**config.mk**
```make
export PLATFORM = sky130hd
export DESIGN_NAME = m_div_controller
export DESIGN_NICKNAME = d
export VERILOG_FILES = /design/src/rtl/m_div_controller.sv
export SDC_FILE = /design/constraint.sdc
export NUM_CORES = 1
export LEC_CHECK = 0
export ABC_AREA = 0
export CAP_MARGIN = 5
export CORE_ASPECT_RATIO = 1.1
export CORE_MARGIN = 8
export CORE_UTILIZATION = 49
export CTS_BUF_LIST = sky130_fd_sc_hd__clkbuf_4 sky130_fd_sc_hd__clkbuf_8
export CTS_CLUSTER_SIZE = 20
export DETAILED_ROUTE_END_ITERATION = 12
export PLACE_DENSITY_LB_ADDON = 0.3
export SLEW_MARGIN = 20
export SYNTH_ARGS = -nofsm -noshare
export SYNTH_HDL_FRONTEND = slang
export SYNTH_SLANG_ARGS = --single-unit
```
**constraint.sdc**
```tcl
create_clock -name clk -period 2.8 [get_ports clk]
set_input_delay 0.28 -clock clk [delete_from_list [all_inputs] [get_ports clk]]
set_output_delay 0.28 -clock clk [all_outputs]
set_load 0.005 [all_outputs]
```
**src/rtl/m_div_controller.sv**
```systemverilog
// Sequencing FSM for a 32-iteration restoring divider: drives the
// datapath selects and forms the signed/unsigned final result.
`ifndef MUX_R_LENGTH
`define MUX_R_LENGTH   2
`define MUX_R_KEEP     2'd0
`define MUX_R_A        2'd1
`define MUX_R_A_NEG    2'd2
`define MUX_R_SUB_KEEP 2'd3
`endif
`ifndef MUX_D_LENGTH
`define MUX_D_LENGTH   2
`define MUX_D_KEEP     2'd0
`define MUX_D_B        2'd1
`define MUX_D_B_NEG    2'd2
`define MUX_D_SHR      2'd3
`endif
`ifndef MUX_Z_LENGTH
`define MUX_Z_LENGTH   2
`define MUX_Z_KEEP     2'd0
`define MUX_Z_ZERO     2'd1
`define MUX_Z_SHL_ADD  2'd2
`endif

module m_div_controller #(
    parameter bit FAST_SPECIAL = 1'b1
) (
    input  logic                     clk,
    input  logic                     resetn,
    input  logic                     start,
    input  logic [1:0]               op,
    input  logic [31:0]              rs1,
    input  logic [31:0]              rs2,
    input  logic [31:0]              R,
    input  logic [31:0]              Z,
    output logic [`MUX_R_LENGTH-1:0] mux_R,
    output logic [`MUX_D_LENGTH-1:0] mux_D,
    output logic [`MUX_Z_LENGTH-1:0] mux_Z,
    output logic                     busy,
    output logic                     valid,
    output logic [31:0]              result
);

    typedef enum logic [1:0] {IDLE, ITER, DONE} state_t;

    state_t      state, state_nx;
    logic [4:0]  cnt, cnt_nx;
    logic        is_rem, qneg, rneg, dz, ovf;
    logic        sgn, dz_in, ovf_in, accept;
    logic [31:0] quo, rem, res_nx;

    assign sgn    = ~op[0];
    assign dz_in  = (rs2 == 32'd0);
    assign ovf_in = sgn & (rs1 == 32'h8000_0000) & (rs2 == 32'hFFFF_FFFF);
    // resetn gating keeps the selects at KEEP while reset is held
    assign accept = (state == IDLE) & start & resetn;
    assign busy   = (state != IDLE);

    always_comb begin
        state_nx = state;
        cnt_nx   = cnt;
        mux_R    = `MUX_R_KEEP;
        mux_D    = `MUX_D_KEEP;
        mux_Z    = `MUX_Z_KEEP;
        unique case (state)
            IDLE: begin
                if (accept) begin
                    cnt_nx = 5'd0;
                    mux_R  = (sgn & rs1[31]) ? `MUX_R_A_NEG : `MUX_R_A;
                    mux_D  = (sgn & rs2[31]) ? `MUX_D_B_NEG : `MUX_D_B;
                    mux_Z  = `MUX_Z_ZERO;
                    if (FAST_SPECIAL && (dz_in || ovf_in))
                        state_nx = DONE;
                    else
                        state_nx = ITER;
                end
            end
            ITER: begin
                mux_R  = `MUX_R_SUB_KEEP;
                mux_D  = `MUX_D_SHR;
                mux_Z  = `MUX_Z_SHL_ADD;
                cnt_nx = cnt + 5'd1;
                if (cnt == 5'd31)
                    state_nx = DONE;
            end
            DONE: state_nx = IDLE;
            default: state_nx = IDLE;
        endcase
    end

    assign quo = qneg ? -Z : Z;
    assign rem = rneg ? -R : R;

    // special cases override the datapath quotient/remainder
    always_comb begin
        res_nx = is_rem ? rem : quo;
        if (dz)
            res_nx = is_rem ? rem : 32'hFFFF_FFFF;
        else if (ovf)
            res_nx = is_rem ? 32'd0 : 32'h8000_0000;
    end

    always_ff @(posedge clk or negedge resetn) begin
        if (!resetn) begin
            state  <= IDLE;
            cnt    <= 5'd0;
            is_rem <= 1'b0;
            qneg   <= 1'b0;
            rneg   <= 1'b0;
            dz     <= 1'b0;
            ovf    <= 1'b0;
            valid  <= 1'b0;
            result <= 32'd0;
        end else begin
            state <= state_nx;
            cnt   <= cnt_nx;
            valid <= (state == DONE);
            if (accept) begin
                is_rem <= op[1];
                qneg   <= sgn & (rs1[31] ^ rs2[31]);
                rneg   <= sgn & rs1[31];
                dz     <= dz_in;
                ovf    <= ovf_in;
            end
            if (state == DONE)
                result <= res_nx;
        end
    end

endmodule

```
# --- Word level (Yosys, flattened, before mapping) ---
# Index checks and enable logic that the tools add are counted.
op_classes:
  n_addsub: 3
  eq_ne: 7
  n_mux: 21
  bitwise_logic: 9
  n_reduce_logical: 7
ops:
  columns: ["op", "n"]
  rows:
  - ["$mux 32", 7]
  - ["$eq 32x32->1 const B", 2]
  - ["$neg 32->32", 2]
  - ["$logic_not 32->1", 1]
  - ["$pmux 2 s2", 4]
  - ["$mux 2", 7]
  - ["$pmux 5 s2", 1]
  - ["$and 1x1->1", 7]
  - ["$add 5x1->5 const B", 1]
  - ["$eq 5x5->1 const B", 1]
  - ["$mux 5", 1]
  - ["$ne 2x2->1 const B", 2]
  - ["$reduce_and 2->1", 2]
  - ["$reduce_bool 2->1", 2]
  - ["$eq 2x1->1 const B", 1]
  - ["$eq 2x2->1 const B", 1]
  - ["$logic_not 2->1", 1]
  - ["$logic_or 1x1->1", 1]
  - ["$mux 1", 1]
  - ["$not 1->1", 1]
  - ["$xor 1x1->1", 1]
totals:
  register_bits: 45
  in_bits: 133
  output_inout_bits: 40
  word_cells: 56

# --- Depth between registers and ports, before layout ---
# Gate-level depths: netlist of the first run.
depth:
  depth_word: 7
  ltp_mapped: 8
  depth_no_buf: 7

# --- Least setup slack after synthesis of the first run ---
# No wires, ideal clock.
synth_timing:
  kind: "in2reg"
  startpoint: "in R[26]"
  endpoint: "reg result[31]"
  setup_ps: 126
  arrival_ps: 1935
  required_time_ps: 2674
  slack_ps: 739
  cell_stages: 5
  n_path_buf: 0
  path_cell_list: "or4_4 or4_4 nor4_4 mux2i_1 o32a_1"
synth_between:
  elab_chain_len: 5
  elab_cells_between_ends: 6
  classes_between: "add/sub: 1; mux: 5"
synth_rtl:
  columns: ["item", "line", "text"]
  rows:
  - ["start, declared", "33", "input logic [31:0] R,"]
  - ["$neg 32->32 (*)", "91", "assign rem = rneg ? -R : R;"]
  - ["$mux 32 (*)", "91", null]
  - ["$mux 32", "95", "res_nx = is_rem ? rem : quo;"]
  - ["$mux 32", "98", "else if (ovf)"]
  - ["$mux 32 (*)", "96", "if (dz)"]
  - ["end signal, assigned", "125", "result <= res_nx;"]
  - ["end, declared", "40", "output logic [31:0] result"]
# Every way passes the cells marked *; elsewhere a longest branch is shown, timed or not.
# A chain may end at the register's enable or synchronous reset.

# --- Final worst setup path of the first run ---
layout_timing:
  startpoint: "in R[4]"
  endpoint: "reg result[24]"
# Same word-level chain as after synthesis.

==> flow_summary.json, run 1 <==
{
  "max-vdd-ir-drop_uv": 218,
  "ant_nets": 0,
  "clk_pin_slew_ps": 90,
  "synth.avg_cell_area_um2": 8.15,
  "pre_cts_ws_ps": 63.3,
  "post_cts.repair.setup_buffers": 0,
  "synth.area.top_cells": "dfrtp_1 (27%), xor2_1 (4.4%), mux2i_1 (4.3%)",
  "tightestPinTransition_ps": 1130,
  "cts_root_buffer": "clkbuf_8",
  "grt_pass1_vias": 5395,
  "dieArea_um2": 11800,
  "overflow": 0,
  "crit_arrival_ps": 2690,
  "cts_sinks": 45,
  "placed_cells": 788,
  "initial_core_util_pct": 50.2,
  "place_area_um2": 6090,
  "worst_hold_path_type": "input pin to async pin",
  "clk_path_buf_depth": 2,
  "dr.pass1.iters": 5,
  "met1_length_um": 6170,
  "syn_nets": 652,
  "wl_per_cell_um": 21.7,
  "die_h_um": 113,
  "highest_layer": "met4",
  "drc_errors": 0,
  "antenna_cells": 0,
  "antenna_found_initial": 0,
  "insertion_delay_ps": 300,
  "slew_violations": 0,
  "htreeDepth": 2,
  "yosysTopAreaCell": "dfrtp_1",
  "worst_slack_ps": 298,
  "final_nets": 821,
  "max_cap_viol_count": 0,
  "area_growth_pct": 48.0,
  "grt_pass1_wl_um": 27600,
  "finalHoldViolations": 0,
  "critPathLaunchType": "input pin",
  "die_x_um": 104,
  "ys_warn_count": 0,
  "outcome": "completed",
  "critPathMaxFanout": 9,
  "ys_seq_area_share_pct": 26.8,
  "grt_max_degree": 47,
  "ys_ff_latch": 45,
  "gp_congestion": 1.00,
  "synthFlopType": "dfrtp_1",
  "cts_buffers": 5,
  "ctsHoldBuffers": 0,
  "layout_commonest_cell": "clkdlybuf4s50_1",
  "dr_wl_met3_um": 1590,
  "final_cells": 796,
  "fin_setup_tns_ps": 0,
  "cts_resized": 0,
  "final_util_pct": 74.2,
  "routed_via_density": 6.46,
  "endpoint_kind": "flip-flop",
  "setup_viol": 0,
  "syn-instance-count": 515,
  "yosys.cell_types.count": 70,
  "drive_gt1_share_pct": 8.76,
  "syn-cell-area_um2": 4200,
  "cts_tree": "done",
  "finalWirelength_um": 17300,
  "period_share_pct": 89.3,
  "timing.fmax_mhz": 400,
  "met2WireLength_um": 8410,
  "fin_skew_ps": 5.93,
  "placement.io_buffers": 172,
  "synth_edf_count": 0,
  "synth_top_area_share_pct": 26.8,
  "core_um2": 8360,
  "track_usage_pct": 29.0,
  "vias": 5145,
  "rows": 35,
  "slew_headroom_pct": 24.5,
  "ys_async_sr_fraction_pct": 100,
  "final_cell_mix": "clkdlybuf4s50_1 (171), dfrtp_1 (45), nor2_1 (38), nand2_1 (31), o21ai_0 (28)",
  "path_class": "input pin to flip-flop",
  "hpwl_um": 13900,
  "crit_required_ps": 2990,
  "finalInstanceArea_um2": 6210,
  "leakage_nw": 2.31,
  "io_pins": 173,
  "drt_iter0_markers": 392,
  "fin_crit_ps": 2500,
  "rsz0062_at_grt": "false",
  "p_per_area_nw_per_um2": 397
}
report_power, final:
part	internal (W)	switching [W]	total, W
Combinational	0.000567	0.000554	0.00112
Sequential	0.000720	0.0000995	0.000820
Clock	0.000301	0.000226	0.000527
critical path, stage by stage:
cell	delay, ps
clkdlybuf4s50_1	450
or4_1	640
nand4bb_1	300
buf_4	230
o41ai_1	410
buf_4	200
a32oi_1	60
o21a_1	120
state kept, by name, indices dropped and copies added (netlist names):
| name | flops |
|---|---|
| qneg | 1 |
| result | 32 |
| is_rem | 1 |
| ovf | 1 |
| valid | 1 |
| cnt | 5 |
| dz | 1 |
| rneg | 1 |
| state | 2 |
metrics by stage:
step / power [W] / hold WS (ps)
floorplan: 0.00138 / -15.6
global placement: 0.00189 / 467
detailed placement: 0.00192 / 473
CTS: 0.00245 / 144
global route: 0.00259 / 182
finish: 0.00247 / 148
synth_stat cells (4+ instances only):
cell type,n
or4_1,12
a221oi_1,4
xor2_1,21
o311ai_0,4
dfrtp_1,45
mux2i_1,18
or3_1,16
o211ai_1,7
nand4_1,13
nand2_1,31
o22ai_1,4
o31ai_1,20
a211oi_1,10
xnor2_1,13
o211a_1,4
o21a_1,7
or2_2,9
a21o_1,5
nor4_1,23
o21ai_0,28
clkbuf_1,28
nor3_1,20
nand3_1,7
o41ai_1,8
nand2b_1,8
and3_1,5
inv_1,12
nor2_1,38
nor2b_1,10
a22o_1,7
ha_1,4
a21oi_1,14
routing by layer:
layer / track usage (%) / vias to the layer above
li1: - / 2338
met1: 31.1 / 2383
met2: 49.6 / 351
met3: 7.73 / 73
met4: 19.3 / 0
met5: 0 / -
worst paths after layout:
path | start | end | slack, ps | cells past startpoint
worst min register to register | result[3] | result[3] | 490 | 2
max in group asynchronous | resetn | result[3] | 2250 | 2
min in group clk | result[3] | result[3] | 490 | 2
worst max-delay path | R[4] | result[24] | 300 | 8
worst max register to register | state[0] | result[24] | 650 | 7
worst min-delay path | resetn | result[25] | 150 | 2
cells by family after synthesis:
group / after synthesis / share of synthesized area (%)
muxes: 20 / 4.83
xor gates and xnor gates: 34 / 7.10
adders and majority gates: 4 / 1.19
buffers and inverters: 47 / 4.47
DFF: 45 / 26.8
and+or+nand+nor: 221 / 30.7
AOI/OAI and AO/OA: 144 / 24.9
cell type report:
type,count,area [um2]
fill,641,2150
multi-input combinational,423,2880
clock buffer,7,90.1
inverter,14,52.6
sequential,45,1130
timing repair buffer,195,1890
tap,111,139
clock inverter,1,30.0
Power figures use the tool's default switching activity.
==> run 2, diff against run 1 <==
RECOVER_POWER = 100   (was unset)
==> flow_summary.json, run 2 (synthesis results as in run 1) <==
{
  "slew_violations": 0,
  "finalWirelength_um": 17200,
  "ant_nets": 0,
  "grt_pass1_wl_um": 27600,
  "outcome": "completed",
  "initial_core_util_pct": 50.2,
  "placement.io_buffers": 172,
  "fin_crit_ps": 2640,
  "area_growth_pct": 47.9,
  "leakage_nw": 2.31,
  "rsz0062_at_grt": "false",
  "top_regs": "result x32, cnt x5, state x2",
  "max-vdd-ir-drop_uv": 217,
  "grt_max_degree": 47,
  "worst_hold_path_type": "input pin to async pin",
  "final_nets": 821,
  "cts_tree": "done",
  "io_pins": 173,
  "period_share_pct": 94.3,
  "cts_resized": 0,
  "r2r_slack_ps": 380,
  "post_cts.repair.setup_buffers": 0,
  "insertion_delay_ps": 300,
  "final_util_pct": 74.2,
  "final_cell_mix": "clkdlybuf4s50_1 (127), dfrtp_1 (45), dlygate4sd3_1 (44), nor2_1 (38), nand2_1 (31)",
  "cts_buffers": 5,
  "endpoint_kind": "flip-flop",
  "max_cap_viol_count": 0,
  "ctsHoldBuffers": 0,
  "crit_arrival_ps": 2830,
  "crit_required_ps": 2990,
  "fin_setup_tns_ps": 0,
  "routed_via_density": 6.45,
  "cts_sinks": 45,
  "cts_root_buffer": "clkbuf_8",
  "timing.fmax_mhz": 379,
  "tightestPinTransition_ps": 1140,
  "path_class": "input pin to flip-flop",
  "wl_per_cell_um": 21.6,
  "core_um2": 8360,
  "drc_errors": 0,
  "track_usage_pct": 29.0,
  "setup_viol": 0,
  "rows": 35,
  "largest_register_ff_count": 32,
  "p_per_area_nw_per_um2": 394,
  "overflow": 0,
  "clk_pin_slew_ps": 90,
  "finalHoldViolations": 0,
  "hpwl_um": 13900,
  "grt_pass1_vias": 5395,
  "fin_skew_ps": 2.56,
  "htreeDepth": 2,
  "antenna_found_initial": 0,
  "clk_path_buf_depth": 2,
  "dr.pass1.iters": 5,
  "layout_commonest_cell": "clkdlybuf4s50_1",
  "drive_gt1_share_pct": 8.47,
  "slew_headroom_pct": 23.7,
  "die_x_um": 104,
  "dieArea_um2": 11800,
  "top_register": "result",
  "die_h_um": 113,
  "critPathMaxFanout": 9,
  "vias": 5144,
  "gp_congestion": 1.00,
  "critPathLaunchType": "input pin",
  "drt_iter0_markers": 424,
  "fill_cells": 641
}
==> run 2: layout make-up <==
cell class	count	area, um2	share of cell area (%)
multi-input combinational	423	2880	46.5
timing repair buffer	195	1880	30.3
sequential	45	1130	18.1
tap	111	139	2.24
clock buffer	7	90.1	1.45
inverter	14	52.6	0.847
clock inverter	1	30.0	0.484
antenna	1	2.50	0.0403
==> run 2: metrics by stage <==
stage	setup WS, ps	instances	instance area, um2	hold slack, ps	power (W)
floorplan	739	515	4200	-15.6	0.00138
detailed placement	63.3	788	6090	473	0.00192
global placement	115	788	6090	467	0.00189
finish	159	797	6210	468	0.00245
global route	130	796	6200	513	0.00257
CTS	366	796	6210	144	0.00245
==> run 2: worst max-delay path: stages <==
cell	delay [ps]
dlygate4sd3_1	590
or4_1	640
nand4bb_1	300
buf_4	230
o41ai_1	430
buf_4	200
a32oi_1	50
o21a_1	120
==> run 2: power breakdown <==
group          internal, W  switching (W)  total [W]
Clock             0.000301       0.000225   0.000526
Combinational     0.000550       0.000551    0.00110
Sequential        0.000720      0.0000993   0.000819
Total              0.00157       0.000876    0.00245
==> run 2: worst paths after layout <==
kind,cells after the start,startpoint,to
worst max register to register,7,state[0],result[16]
worst min register to register,2,result[3],result[3]
worst min-delay path,2,resetn,result[25]
worst max-delay path,8,R[4],result[24]
min in group clk,2,result[3],result[3]
max in group asynchronous,2,resetn,result[16]
==> run 2: routing by layer <==
metal / track usage [%] / wire length [um] / share of wire (%) / vias to the layer above
met5: 0 / 0 / 0 / -
met4: 19.3 / 1140 / 6.6 / 0
met3: 7.73 / 1570 / 9.1 / 72
met2: 49.6 / 8390 / 49 / 336
met1: 31.1 / 6140 / 36 / 2401
li1: - / - / - / 2335
==> run 3, diff against run 2 <==
CTS_CLUSTER_SIZE = 25   (was 20)
MAX_ROUTING_LAYER = met4   (was unset)
SLEW_MARGIN = 10   (was 20)
==> flow_summary.json, run 3 (synthesis results as in run 1) <==
{
  "grt_max_degree": 47,
  "vias": 5153,
  "area_growth_pct": 47.1,
  "period_share_pct": 94.9,
  "routed_via_density": 6.46,
  "ctsHoldBuffers": 0,
  "fin_crit_ps": 2660,
  "timing.fmax_mhz": 376,
  "cpPeakStageDelay_ps": 620,
  "worst_path_max_delay_cell": "or4_1",
  "io_pins": 173,
  "die_h_um": 113,
  "ant_nets": 0,
  "clk_path_buf_depth": 2,
  "cts_sinks": 45,
  "drc_errors": 0,
  "dr.pass1.iters": 5,
  "pre_cts_ws_ps": 1.39,
  "worst_slack_ps": 142,
  "rsz0062_at_grt": "false",
  "tightestPinTransition_ps": 1140,
  "setup_viol": 0,
  "path_class": "input pin to flip-flop",
  "finalHoldViolations": 0,
  "fin_skew_ps": 4.59,
  "grt_pass1_vias": 5316,
  "p_per_area_nw_per_um2": 381,
  "crit_required_ps": 2990,
  "cts_buffers": 5,
  "antenna_found_initial": 0,
  "crit_chain": "dlygate4sd3_1 -> or4_1 -> nand4bb_1 -> clkbuf_2 -> nor4_2 -> mux2i_1 -> o32a_1",
  "finalWirelength_um": 17300,
  "top_regs": "result x32, cnt x5, state x2",
  "max_cap_viol_count": 0,
  "fill_cells": 668,
  "post_cts.repair.setup_buffers": 0,
  "clk_pin_slew_ps": 80,
  "wl_per_cell_um": 21.7,
  "placement.io_buffers": 172,
  "top_register": "result",
  "gp_congestion": 1.01,
  "die_x_um": 104,
  "antenna_cells": 0,
  "slew_headroom_pct": 23.9,
  "worst_hold_path_type": "input pin to async pin",
  "largest_register_ff_count": 32,
  "cts_tree": "done",
  "track_usage_pct": 29.3,
  "final_cell_mix": "clkdlybuf4s50_1 (127), dfrtp_1 (45), dlygate4sd3_1 (44), nor2_1 (38), nand2_1 (31)",
  "cts_resized": 0,
  "outcome": "completed",
  "critPathLaunchType": "input pin",
  "slew_violations": 0,
  "drt_iter0_markers": 370,
  "rows": 35,
  "core_um2": 8360,
  "cts_root_buffer": "clkbuf_8",
  "endpoint_kind": "flip-flop",
  "final_nets": 823,
  "insertion_delay_ps": 300,
  "hpwl_um": 14000,
  "grt_pass1_wl_um": 27000,
  "critPathMaxFanout": 9,
  "layout_commonest_cell": "clkdlybuf4s50_1",
  "total_power_w": 0.00235,
  "dieArea_um2": 11800,
  "leakage_nw": 2.30,
  "htreeDepth": 2,
  "initial_core_util_pct": 50.2,
  "fin_setup_tns_ps": 0,
  "overflow": 0,
  "max-vdd-ir-drop_uv": 270,
  "drive_gt1_share_pct": 8.30,
  "crit_arrival_ps": 2850
}
-- run 3: cell count changes in the layout (fill, tap and decap cells not counted), sizes merged --
cell,before,now
bufinv,1,0
clkbuf,10,11
clkinv,1,3
diode,1,0
-- run 3: cell type report --
type | instances | area [um2] | share of cell area [%]
tap | 111 | 139 | 2.25
clock buffer | 6 | 82.6 | 1.34
sequential | 45 | 1130 | 18.2
multi-input combinational | 423 | 2870 | 46.5
inverter | 14 | 52.6 | 0.851
timing repair buffer | 197 | 1890 | 30.6
clock inverter | 2 | 13.8 | 0.223
-- run 3: per-stage QoR --
stage | util, % | hold WS [ps] | cells | cell area, um2
floorplan | - | -15.6 | 515 | 4200
global placement | 73.0 | 466 | 790 | 6100
detailed placement | 73.0 | 472 | 790 | 6100
CTS | 74.1 | 148 | 798 | 6200
global route | 73.8 | 520 | 798 | 6170
finish | 73.8 | 440 | 798 | 6170
-- run 3: power breakdown --
group / switching (W) / internal, W
Clock: 0.000232 / 0.000200
Combinational: 0.000561 / 0.000551
Sequential: 0.0000902 / 0.000720
-- run 3: layer usage --
metal,track usage [%],vias to the layer above,wire length (um)
met5,-,-,0
met4,14.7,0,810
met3,5.23,51,1600
met2,50.9,351,8630
met1,31.7,2411,6250
li1,-,2340,-
-- run 3: final timing paths --
check	startpoint	end	slack, ps	depth (start not counted)
max	R[4]	result[31]	140	7
min	resetn	result[24]	440	2
max reg2reg	state[0]	result[26]	310	7
min reg2reg	result[2]	result[2]	500	2
max in group asynchronous	resetn	result[8]	1670	2
min in group clk	result[2]	result[2]	500	2
-- run 3: worst max-delay path, delay by kind of cell --
family	cells	cell delay (ps)
multiplexers	1	130
AND/OR/NAND/NOR	3	1280
AO/OA/AOI/OAI	1	340
buffers and inverters	2	810
